### src/rtl/pipe_stage_reg.sv
// pipe_stage_reg: inter-stage pipeline register with valid/ready handshake,
// hazard stall, synchronous flush with bubble insertion, optional 2-entry
// skid buffer and a saturating count of instructions squashed by flush.
module pipe_stage_reg #(
  parameter int CTRL_W         = 16,
  parameter int DATA_W         = 192,
  parameter int SKID           = 1,
  parameter int FLUSH_DATA_CLR = 0,
  parameter int CNT_W          = 8
) (
  input  logic              clk,
  input  logic              reset_n,
  input  logic              in_valid,
  output logic              in_ready,
  input  logic [CTRL_W-1:0] in_ctrl,
  input  logic [DATA_W-1:0] in_data,
  output logic              out_valid,
  input  logic              out_ready,
  output logic [CTRL_W-1:0] out_ctrl,
  output logic [DATA_W-1:0] out_data,
  input  logic              stall,
  input  logic              flush,
  output logic [CNT_W-1:0]  squash_cnt
);

  localparam logic [CNT_W+1:0] CNT_MAX = {2'b00, {CNT_W{1'b1}}};

  logic              r_main_vld;
  logic [CTRL_W-1:0] r_main_ctrl;
  logic [DATA_W-1:0] r_main_data;
  logic [CNT_W-1:0]  r_squash_cnt;

  logic              w_r;          // effective downstream ready
  logic              w_in_xfer;
  logic              w_skid_vld;   // 0 when there is no skid entry
  logic              w_main_sq;    // main is discarded (not delivered) by flush
  logic [1:0]        w_sq;
  logic [CNT_W+1:0]  w_cnt_sum;

  assign w_r       = out_ready & ~stall;
  assign w_in_xfer = in_valid & in_ready;

  generate
    if (SKID != 0) begin : g_skid
      logic              r_skid_vld;
      logic [CTRL_W-1:0] r_skid_ctrl;
      logic [DATA_W-1:0] r_skid_data;

      // Registered ready: the skid slot absorbs the one input that may land
      // while the stage decides it is blocked, so out_ready never reaches in_ready.
      assign in_ready   = ~r_skid_vld;
      assign w_skid_vld = r_skid_vld;

      // Main/skid update; skid always holds the older entry and drains first.
      always_ff @(posedge clk or negedge reset_n) begin
        if (!reset_n) begin
          r_main_vld  <= 1'b0;
          r_main_ctrl <= '0;
          r_main_data <= '0;
          r_skid_vld  <= 1'b0;
          r_skid_ctrl <= '0;
          r_skid_data <= '0;
        end else if (flush) begin
          r_main_vld  <= 1'b0;
          r_main_ctrl <= '0;
          r_skid_vld  <= 1'b0;
          r_skid_ctrl <= '0;
          if (FLUSH_DATA_CLR != 0) begin
            r_main_data <= '0;
            r_skid_data <= '0;
          end
        end else if (!r_main_vld || w_r) begin
          if (r_skid_vld) begin
            r_main_vld  <= 1'b1;
            r_main_ctrl <= r_skid_ctrl;
            r_main_data <= r_skid_data;
            if (w_in_xfer) begin
              r_skid_ctrl <= in_ctrl;
              r_skid_data <= in_data;
            end else begin
              r_skid_vld  <= 1'b0;
            end
          end else begin
            r_main_vld <= w_in_xfer;
            if (w_in_xfer) begin
              r_main_ctrl <= in_ctrl;
              r_main_data <= in_data;
            end
          end
        end else if (w_in_xfer) begin
          r_skid_vld  <= 1'b1;
          r_skid_ctrl <= in_ctrl;
          r_skid_data <= in_data;
        end
      end
    end else begin : g_noskid
      // Combinational ready: accept when empty or when draining this cycle.
      assign in_ready   = ~r_main_vld | w_r;
      assign w_skid_vld = 1'b0;

      // Single register: load on input transfer, empty on output-only transfer.
      always_ff @(posedge clk or negedge reset_n) begin
        if (!reset_n) begin
          r_main_vld  <= 1'b0;
          r_main_ctrl <= '0;
          r_main_data <= '0;
        end else if (flush) begin
          r_main_vld  <= 1'b0;
          r_main_ctrl <= '0;
          if (FLUSH_DATA_CLR != 0) r_main_data <= '0;
        end else if (w_in_xfer) begin
          r_main_vld  <= 1'b1;
          r_main_ctrl <= in_ctrl;
          r_main_data <= in_data;
        end else if (r_main_vld && w_r) begin
          r_main_vld  <= 1'b0;
        end
      end
    end
  endgenerate

  // An entry leaving downstream in the flush cycle was delivered, not squashed.
  assign w_main_sq = r_main_vld & ~w_r;
  assign w_sq      = {1'b0, w_main_sq} + {1'b0, w_skid_vld} + {1'b0, w_in_xfer};
  assign w_cnt_sum = {2'b00, r_squash_cnt} + {{CNT_W{1'b0}}, w_sq};

  // Saturating squash counter, stepped only by flush.
  always_ff @(posedge clk or negedge reset_n) begin
    if (!reset_n)   r_squash_cnt <= '0;
    else if (flush) r_squash_cnt <= (w_cnt_sum > CNT_MAX) ? {CNT_W{1'b1}} : w_cnt_sum[CNT_W-1:0];
  end

  assign out_valid  = r_main_vld;
  assign out_ctrl   = r_main_vld ? r_main_ctrl : '0;
  assign out_data   = r_main_data;
  assign squash_cnt = r_squash_cnt;

endmodule
### config.mk
export PLATFORM = sky130hd
export DESIGN_NAME = pipe_stage_reg
export DESIGN_NICKNAME = d
export VERILOG_FILES = /design/src/rtl/pipe_stage_reg.sv
export SDC_FILE = /design/constraint.sdc
export NUM_CORES = 1
export LEC_CHECK = 0
export CAP_MARGIN = 20
export CORE_MARGIN = 2
export CORE_UTILIZATION = 54
export CTS_CLUSTER_DIAMETER = 50
export DETAILED_ROUTE_END_ITERATION = 6
export PLACE_DENSITY = 0.86
export SLEW_MARGIN = 20
export SYNTH_ARGS = -nofsm -noshare
export SYNTH_HDL_FRONTEND = slang
export SYNTH_SLANG_ARGS = --single-unit
### constraint.sdc
create_clock -name clk -period 6.1 [get_ports clk]
set_input_delay 1.22 -clock clk [delete_from_list [all_inputs] [get_ports clk]]
set_output_delay 1.22 -clock clk [all_outputs]
set_load 0.02 [all_outputs]
; After elaboration in Yosys (flattened, before gate mapping)
; Cells that the tools add are included.
[totals]
reg_bits = 426
in_bits = 214
out_inout_bits = 218
wordCells = 52
[classes]
n_addsub = 3
order_cmp = 1
n_eq_ne = 2
n_mux = 23
bitwise = 7
reduce_logical = 9
[op_table]
columns = cell, count
row1 = 192-bit two-way mux, 5
row2 = 16-bit two-way mux, 9
row3 = 8-bit by 2-bit adder with 9-bit output, 1
row4 = 9-bit by 8-bit greater-than comparator with 1-bit output (second input constant), 1
row5 = 1-bit two-way mux, 8
row6 = 8-bit two-way mux, 1
row7 = 3-bit nonzero test, 2
row8 = 1-bit NOT, 4
row9 = 2-bit AND reduction, 2
row10 = 2-bit nonzero test, 2
row11 = 1-bit bitwise AND, 3
row12 = 3-bit != test (second input constant), 1
row13 = 3-bit AND reduction, 1
row14 = 1-bit by 1-bit adder with 2-bit output, 1
row15 = 2-bit by 1-bit adder with 2-bit output, 1
row16 = 2-bit != test (second input constant), 1
row17 = 1-bit logical NOT, 1
row18 = 1-bit logical OR, 1

; Longest topological paths before layout
; Gate-level depths: netlist of the first run.
[logic_depth]
depth_word = 9
ltp_mapped = 13
mapped_depth_nobuf = 10

; Worst setup path before layout of the first run
; Ideal clock, no wire load.
[synth_timing]
path_type = input to register
from = in in_valid
to = reg r_squash_cnt[6], in the netlist squash_cnt[6]
setup_ps = 125
t_arrival_ps = 3067
t_required_ps = 5975
slack_ps = 2908
path_stages = 10
path_buffers = 0
cell_sequence = nor2_2 -> nor2b_1 -> nor2_1 -> ha_1 -> inv_1 -> fa_1 -> nor2b_1 -> nand2_1 -> or3_1 -> mux2_2
[synth_via]
elab_chain_cells = 5
[synth_rtl]
columns = element, line
row1 = from (decl), 13  ; input logic in_valid,
row2 = 1-bit bitwise AND (*), 41  ; assign w_in_xfer = in_valid & in_ready;
row3 = 2-bit by 1-bit adder with 2-bit output (*), 124  ; assign w_sq = {1'b0, w_main_sq} + {1'b0, w_skid_vld} + {1'b0, w_in_xfer};
row4 = 8-bit by 2-bit adder with 9-bit output (*), 125  ; assign w_cnt_sum = {2'b00, r_squash_cnt} + {{CNT_W{1'b0}}, w_sq};
row5 = 9-bit by 8-bit greater-than comparator with 1-bit output, 130  ; else if (flush) r_squash_cnt <= (w_cnt_sum > CNT_MAX) ? {CNT_W{1'b1}} : w_cnt_sum[CNT_W-1:0];
row6 = 8-bit two-way mux (*), 130
row7 = to (signal assigned), 130
row8 = to (decl), 31  ; logic [CNT_W-1:0] r_squash_cnt;
; Every way passes the cells marked *; elsewhere a longest branch is shown, timed or not.
; A chain may end at the register's enable or synchronous reset.

; Worst setup path after layout of the first run
[layout_timing]
from = reg g_skid.r_skid_vld
to = out in_ready
[layout_via]
elab_chain_cells = 1
[layout_rtl]
columns = element, line
row1 = from (decl), 45  ; logic r_skid_vld;
row2 = from (signal assigned), 60  ; r_skid_vld <= 1'b0;
row3 = from (signal assigned), 66  ; r_skid_vld <= 1'b0;
row4 = from (signal assigned), 81  ; r_skid_vld <= 1'b0;
row5 = 1-bit NOT, 51  ; assign in_ready = ~r_skid_vld;
row6 = to (decl), 14  ; output logic in_ready,
; No other way between the ends.

==> results.yml, run 1 <==
layout:
  fin_cells: 2293
  drive_above_1_share: 0.159
  final_nets: 2035
  fillCellCount: 2195
  synthToLayoutAreaGrowth_pct: 34.0
synth:
  synth_top_family_by_area: "multiplexers"
  synth_edf_count: 0
  ys_top_cells_by_area: "dfrtp_1 (60%), mux2_2 (13%), mux2i_1 (12%)"
  synth_area_um2: 17900
  synth_compound_area_frac: 0.0686
  yosys.area_share.simple: 0.0572
  synth_fa_ha_area_frac: 0.00252
  synthFlopType: "dfrtp_1"
  synth_top_area_share: 0.597
  synthTopCellsByCount: "dfrtp_1 (426), nor2_1 (209), mux2i_1 (208)"
  yosysSeqAreaShare: 0.597
  ys_ff_latch: 426
  yosysUniqueCellTypes: 32
  synth_most_common_cell: "dfrtp_1"
  synth_nets: 1636
  synthCells: 1419
  synthMuxAreaShare: 0.246
  synth.avg_cell_area_um2: 12.6
  ys.warnings.count: 0
  yosysTopAreaCell: "dfrtp_1"
  async_reset_ff_frac: 1.00
  synth_xor_area_frac: 0.000490
pwr:
  leakagePower_nw: 9.77
  ir_drop_v: 0.000234
  powerDensity_nw_per_um2: 356
  p_total_mw: 8.51
timing:
  final.setup.tns_ps: 0
  finalMaxSlewViolations: 0
  min_period_ps: 3750
  setup-violations-final: 0
  fin_crit_sh: 0.615
  grt_setup_unrepaired: "no"
  tightest_slew_ps: 1110
  hold_viol: 0
  fin_skew_ps: 16.3
  fmax_mhz: 267
  relSlewSlack: 0.257
drt:
  drtIter0Drc: 768
  drc_errors: 0
  ant_nets: 0
  dr.pass1.iters: 5
  vias_per_cell: 5.44
  wl_per_cell_um: 19.6
  wirelength_mm: 44.9
  num_vias: 12500
critical_path:
  cp.required_ps: 4880
  ff2ff_path_depth: 4
  crit_path_cell_trace: "inv_1, clkdlybuf4s50_1"
  worstReg2RegEnd: "out_data[96]"
  cp_max_fo: 63
  crit_slowest_cell: "dfrtp_4"
  end_kind: "output port"
  cp_num_buf_inv: 2
  cpLargestDelayFamily: "flip-flops"
  start_kind: "register"
  reg2reg_from: "g_skid.r_skid_vld"
  arrival_ps: 2530
  critPathMaxStageDelay_ps: 1160
  r2r_slack_ps: 2650
  crit_type: "register to output port"
die:
  core_region_area_um2: 32500
  die_height_um: 186
  initial_core_util: 0.549
  die-area_um2: 34600
  die_w_um: 186
  io_pins: 432
  rows: 66
clock_tree:
  ctsResizeCount: 0
  clk_pin_slew_ps: 60
  cts_root_buf: "clkbuf_16"
  clock-sinks: 426
  postCtsSetupRepairBufs: 0
  cts_hold_buf: 0
  h-tree-depth: 2
  cts_tree: "done"
  clock_path_buffers: 3
  numCtsBuffers: 45
  clkLatencyLatePin_ps: 520
global_routing:
  track_usage: 0.253
  antenna_found_initial: 4
  grt_pass1_vias: 12800
  grt_overflow: 0
  grt_max_degree: 215
  grt_first_pass_wirelength_mm: 68.5
run:
  cap_violations: 0
run_status:
  status: "finished, final reports clean"
min_path:
  hold-path-endpoint: "r_main_ctrl[2]"
  hold_start: "r_main_ctrl[2]"
  hp-class: "register to register"
  holdPathStages: 1
placed_design:
  place_congestion: 0.807
  hpwl_mm: 29.5
  portBuffers: 431
  dp_cells: 2211
through the flow:
step	hold slack [ps]	setup slack (ps)	area, um^2	util
6_report	481	2350	23900	0.736
3_3_place_gp	469	2010	22400	0.690
3_5_place_dp	466	1970	22400	0.690
5_1_grt	495	2240	23900	0.736
4_1_cts	485	2280	23900	0.734
2_1_floorplan	449	2910	17900	-
cell families after synthesis:
logic type / after synthesis
buffers and inverters: 102
and+or+nand+nor: 248
adders and majority gates: 3
AOI/OAI and AO/OA: 226
DFF: 426
xor gates and xnor gates: 1
muxes: 413
power breakdown:
group / switching (mW) / leakage, nW / internal [mW] / total [mW]
clock: 1.07 / 0.716 / 1.61 / 2.68
sequential: 0.357 / 4.98 / 3.45 / 3.81
combinational: 0.979 / 4.07 / 1.05 / 2.03
layout by cell type (no fill, tap or decap), types with 2 or more instances in the layout:
cell,instances
nor2_1,209
clkdlybuf4s50_1,430
mux2i_1,208
nand2_1,6
and2_1,16
dfrtp_1,425
diode_2,5
or3_1,3
nor2b_1,2
nand2b_1,2
o2bb2ai_1,5
a31oi_1,3
buf_4,8
a22o_1,16
nor2_2,2
clkbuf_1,9
buf_12,6
ha_1,2
a21oi_1,198
clkinv_2,5
inv_1,7
clkbuf_8,11
clkbuf_16,45
nor3_1,3
bufinv_16,3
mux2_2,205
worst reg2reg max path: stages (launching register included):
cell and delay [ps]:
dfrtp_4 1160, buf_4 680, buf_4 910, mux2i_1 420, a21oi_1 100
flip-flops by register name (all words and copies together), names as in the netlist:
register	flops
r_main_ctrl	16
g_skid.r_skid_data	192
squash_cnt	8
out_valid	1
g_skid.r_skid_ctrl	16
g_skid.r_skid_vld	1
out_data	192
layout make-up:
class | count | area, um^2 | share of cell area
inverter | 7 | 26.3 | 0.00110
multi-input combinational | 891 | 6700 | 0.280
antenna | 5 | 12.5 | 0.000523
sequential | 426 | 10700 | 0.445
timing repair buffer | 447 | 4540 | 0.190
clock inverter | 10 | 135 | 0.00564
tap | 442 | 553 | 0.0231
clock buffer | 65 | 1310 | 0.0548
worst max-delay path by stage:
stage / from / to / slack (ps) / depth (start not counted)
floorplan: in_valid / squash_cnt[6] / 2910 / 10
detailed placement: stall / g_skid.r_skid_data[38] / 1970 / 7
CTS: g_skid.r_skid_vld / in_ready / 2280 / 2
global route: g_skid.r_skid_vld / in_ready / 2240 / 2
global placement: stall / g_skid.r_skid_data[39] / 2010 / 7
finish: g_skid.r_skid_vld / in_ready / 2350 / 2
metal layers:
layer / global-route usage / part of all wire / up-vias
met4: 0.120 / 0.045 / 0
met5: 0 / 0 / -
met3: 0.0808 / 0.085 / 120
li1: - / - / 5765
met2: 0.424 / 0.50 / 385
met1: 0.296 / 0.37 / 6208
No activity file was read; power rests on OpenSTA's default activity.
==> inputs of run 2 (changes only) <==
--- a/config.mk
+++ b/config.mk
@@ -7,10 +7,10 @@
 export LEC_CHECK = 0
 export CAP_MARGIN = 20
 export CORE_MARGIN = 2
-export CORE_UTILIZATION = 54
+export CORE_UTILIZATION = 45
 export CTS_CLUSTER_DIAMETER = 50
 export DETAILED_ROUTE_END_ITERATION = 6
-export PLACE_DENSITY = 0.86
+export PLACE_DENSITY = 0.77
 export SLEW_MARGIN = 20
 export SYNTH_ARGS = -nofsm -noshare
 export SYNTH_HDL_FRONTEND = slang
==> constraint.sdc (replaced) <==
create_clock -name clk -period 3.45 [get_ports clk]
set_input_delay 0.69 -clock clk [delete_from_list [all_inputs] [get_ports clk]]
set_output_delay 0.69 -clock clk [all_outputs]
set_load 0.02 [all_outputs]
==> results.yml, run 2 (synthesis gave the netlist of run 1 again) <==
run_status:
  status: "finished, final reports clean"
timing:
  fin_crit_sh: 0.930
  fmax_mhz: 312
  grt_setup_unrepaired: "no"
  min_period_ps: 3210
  setup-violations-final: 0
  final.setup.tns_ps: 0
  relSlewSlack: 0.264
  worst_slack_ps: 241
  fin_skew_ps: 15.4
  hold_viol: 0
  tightest_slew_ps: 1100
  finalMaxSlewViolations: 0
  whs_ps: 95.5
placed_design:
  dp_slack_ps: 198
  portBuffers: 431
  placed_cell_area_um2: 22800
  dp_cells: 2316
  hpwl_mm: 30.2
  place_congestion: 0.836
pwr:
  internal_power_mw: 11.1
  p_total_mw: 15.5
  netSwitchingPower_mw: 4.34
  p_clk_frac: 0.334
  ir_drop_v: 0.000383
  p_seq_frac: 0.435
  leakagePower_nw: 9.96
  switching_share: 0.280
  powerDensity_nw_per_um2: 634
  comb_power_share: 0.231
clock_tree:
  postCtsSetupRepairBufs: 0
  numCtsBuffers: 48
  cts_hold_buf: 0
  clk_pin_slew_ps: 60
  clock-sinks: 426
  ctsResizeCount: 0
  cts_root_buf: "clkbuf_16"
  cts_tree: "done"
  clock_path_buffers: 3
  h-tree-depth: 2
  clkLatencyLatePin_ps: 570
critical_path:
  crit_type: "register to output port"
  ff2ff_path_depth: 4
  arrival_ps: 2520
  worstSetupPathDepth: 3
  crit_slowest_cell: "buf_4"
  end_kind: "output port"
  crit_path_cell_trace: "buf_4, inv_1, clkdlybuf4s50_1"
  cp_max_fo: 49
  cp.required_ps: 2760
  critPathMaxStageDelay_ps: 700
  start_kind: "register"
  cpLargestDelayFamily: "buffers and inverters"
  cp_num_buf_inv: 3
global_routing:
  grt_overflow: 0
  antenna_found_initial: 4
  grt_first_pass_wirelength_mm: 70.4
  grt_max_degree: 80
  track_usage: 0.214
  grt_pass1_vias: 13000
drt:
  wl_per_cell_um: 18.6
  vias_per_cell: 5.24
  drtIter0Drc: 651
  wirelength_mm: 44.7
  dr.pass1.iters: 5
  drc_errors: 0
  ant_nets: 0
  num_vias: 12600
die:
  die_height_um: 203
  core_region_area_um2: 39500
  rows: 73
  die-area_um2: 41300
  io_pins: 432
  initial_core_util: 0.453
  die_w_um: 203
layout:
  final_area_um2: 24400
  drive_above_1_share: 0.171
  final_common_cell: "clkdlybuf4s50_1"
  fin_util: 0.619
  final_cell_mix: "clkdlybuf4s50_1 (430), dfrtp_1 (425), nor2_1 (209)"
  fin_cells: 2407
  synthToLayoutAreaGrowth_pct: 36.7
  fillCellCount: 3035
  final_nets: 2058
run:
  cap_violations: 0
min_path:
  hp-class: "input pin to async pin"
run 2: cell types whose count changed in the layout (fill, tap and decap cells not counted), sizes merged:
cell      before  now
buf           17   37
bufinv         3    5
clkbuf        65   70
clkinv         6    7
clkinvlp       0    1
diode          5    4
inv            8   11
run 2: final cells by class:
| class | instances | area [um^2] | area share |
|---|---|---|---|
| Tap cell | 525 | 657 | 0.0269 |
| Sequential cell | 426 | 10700 | 0.437 |
| Multi-Input combinational cell | 891 | 6700 | 0.274 |
| Clock buffer | 70 | 1390 | 0.0567 |
| Antenna cell | 4 | 10.0 | 0.000410 |
| Timing Repair Buffer | 467 | 4750 | 0.195 |
| Inverter | 7 | 26.3 | 0.00108 |
| Clock inverter | 17 | 228 | 0.00932 |
run 2: worst reg2reg max path, stage by stage, from the launching register on:
cell	delay (ps)
dfrtp_4	430
buf_4	700
buf_4	980
mux2i_1	460
a21oi_1	100
run 2: final timing paths:
kind	from	end	slack, ps
worst max-delay path	g_skid.r_skid_vld	in_ready	240
worst min-delay path	reset_n	r_main_ctrl[13]	100
worst max register to register	g_skid.r_skid_vld	out_data[43]	660
worst min register to register	r_main_ctrl[2]	r_main_ctrl[2]	480
max in group asynchronous	reset_n	out_data[185]	2350
min in group clk	r_main_ctrl[2]	r_main_ctrl[2]	480
run 2: metal layers:
layer / wire length [um] / share of wire / GRT usage
met1: 18200 / 0.41 / 0.271
met2: 22000 / 0.49 / 0.350
met3: 2590 / 0.058 / 0.0428
met4: 1930 / 0.043 / 0.107
met5: 0 / 0 / 0
run 2: power groups by stage:
stage	Clock (mW)	Combinational [mW]	Sequential, mW
after global routing	5.53	3.83	6.86
after CTS	5.31	3.61	6.73
final	5.17	3.58	6.72
after detailed placement	0	3.59	6.80
after global placement	0	3.49	6.73
after floorplan	0	1.34	7.22
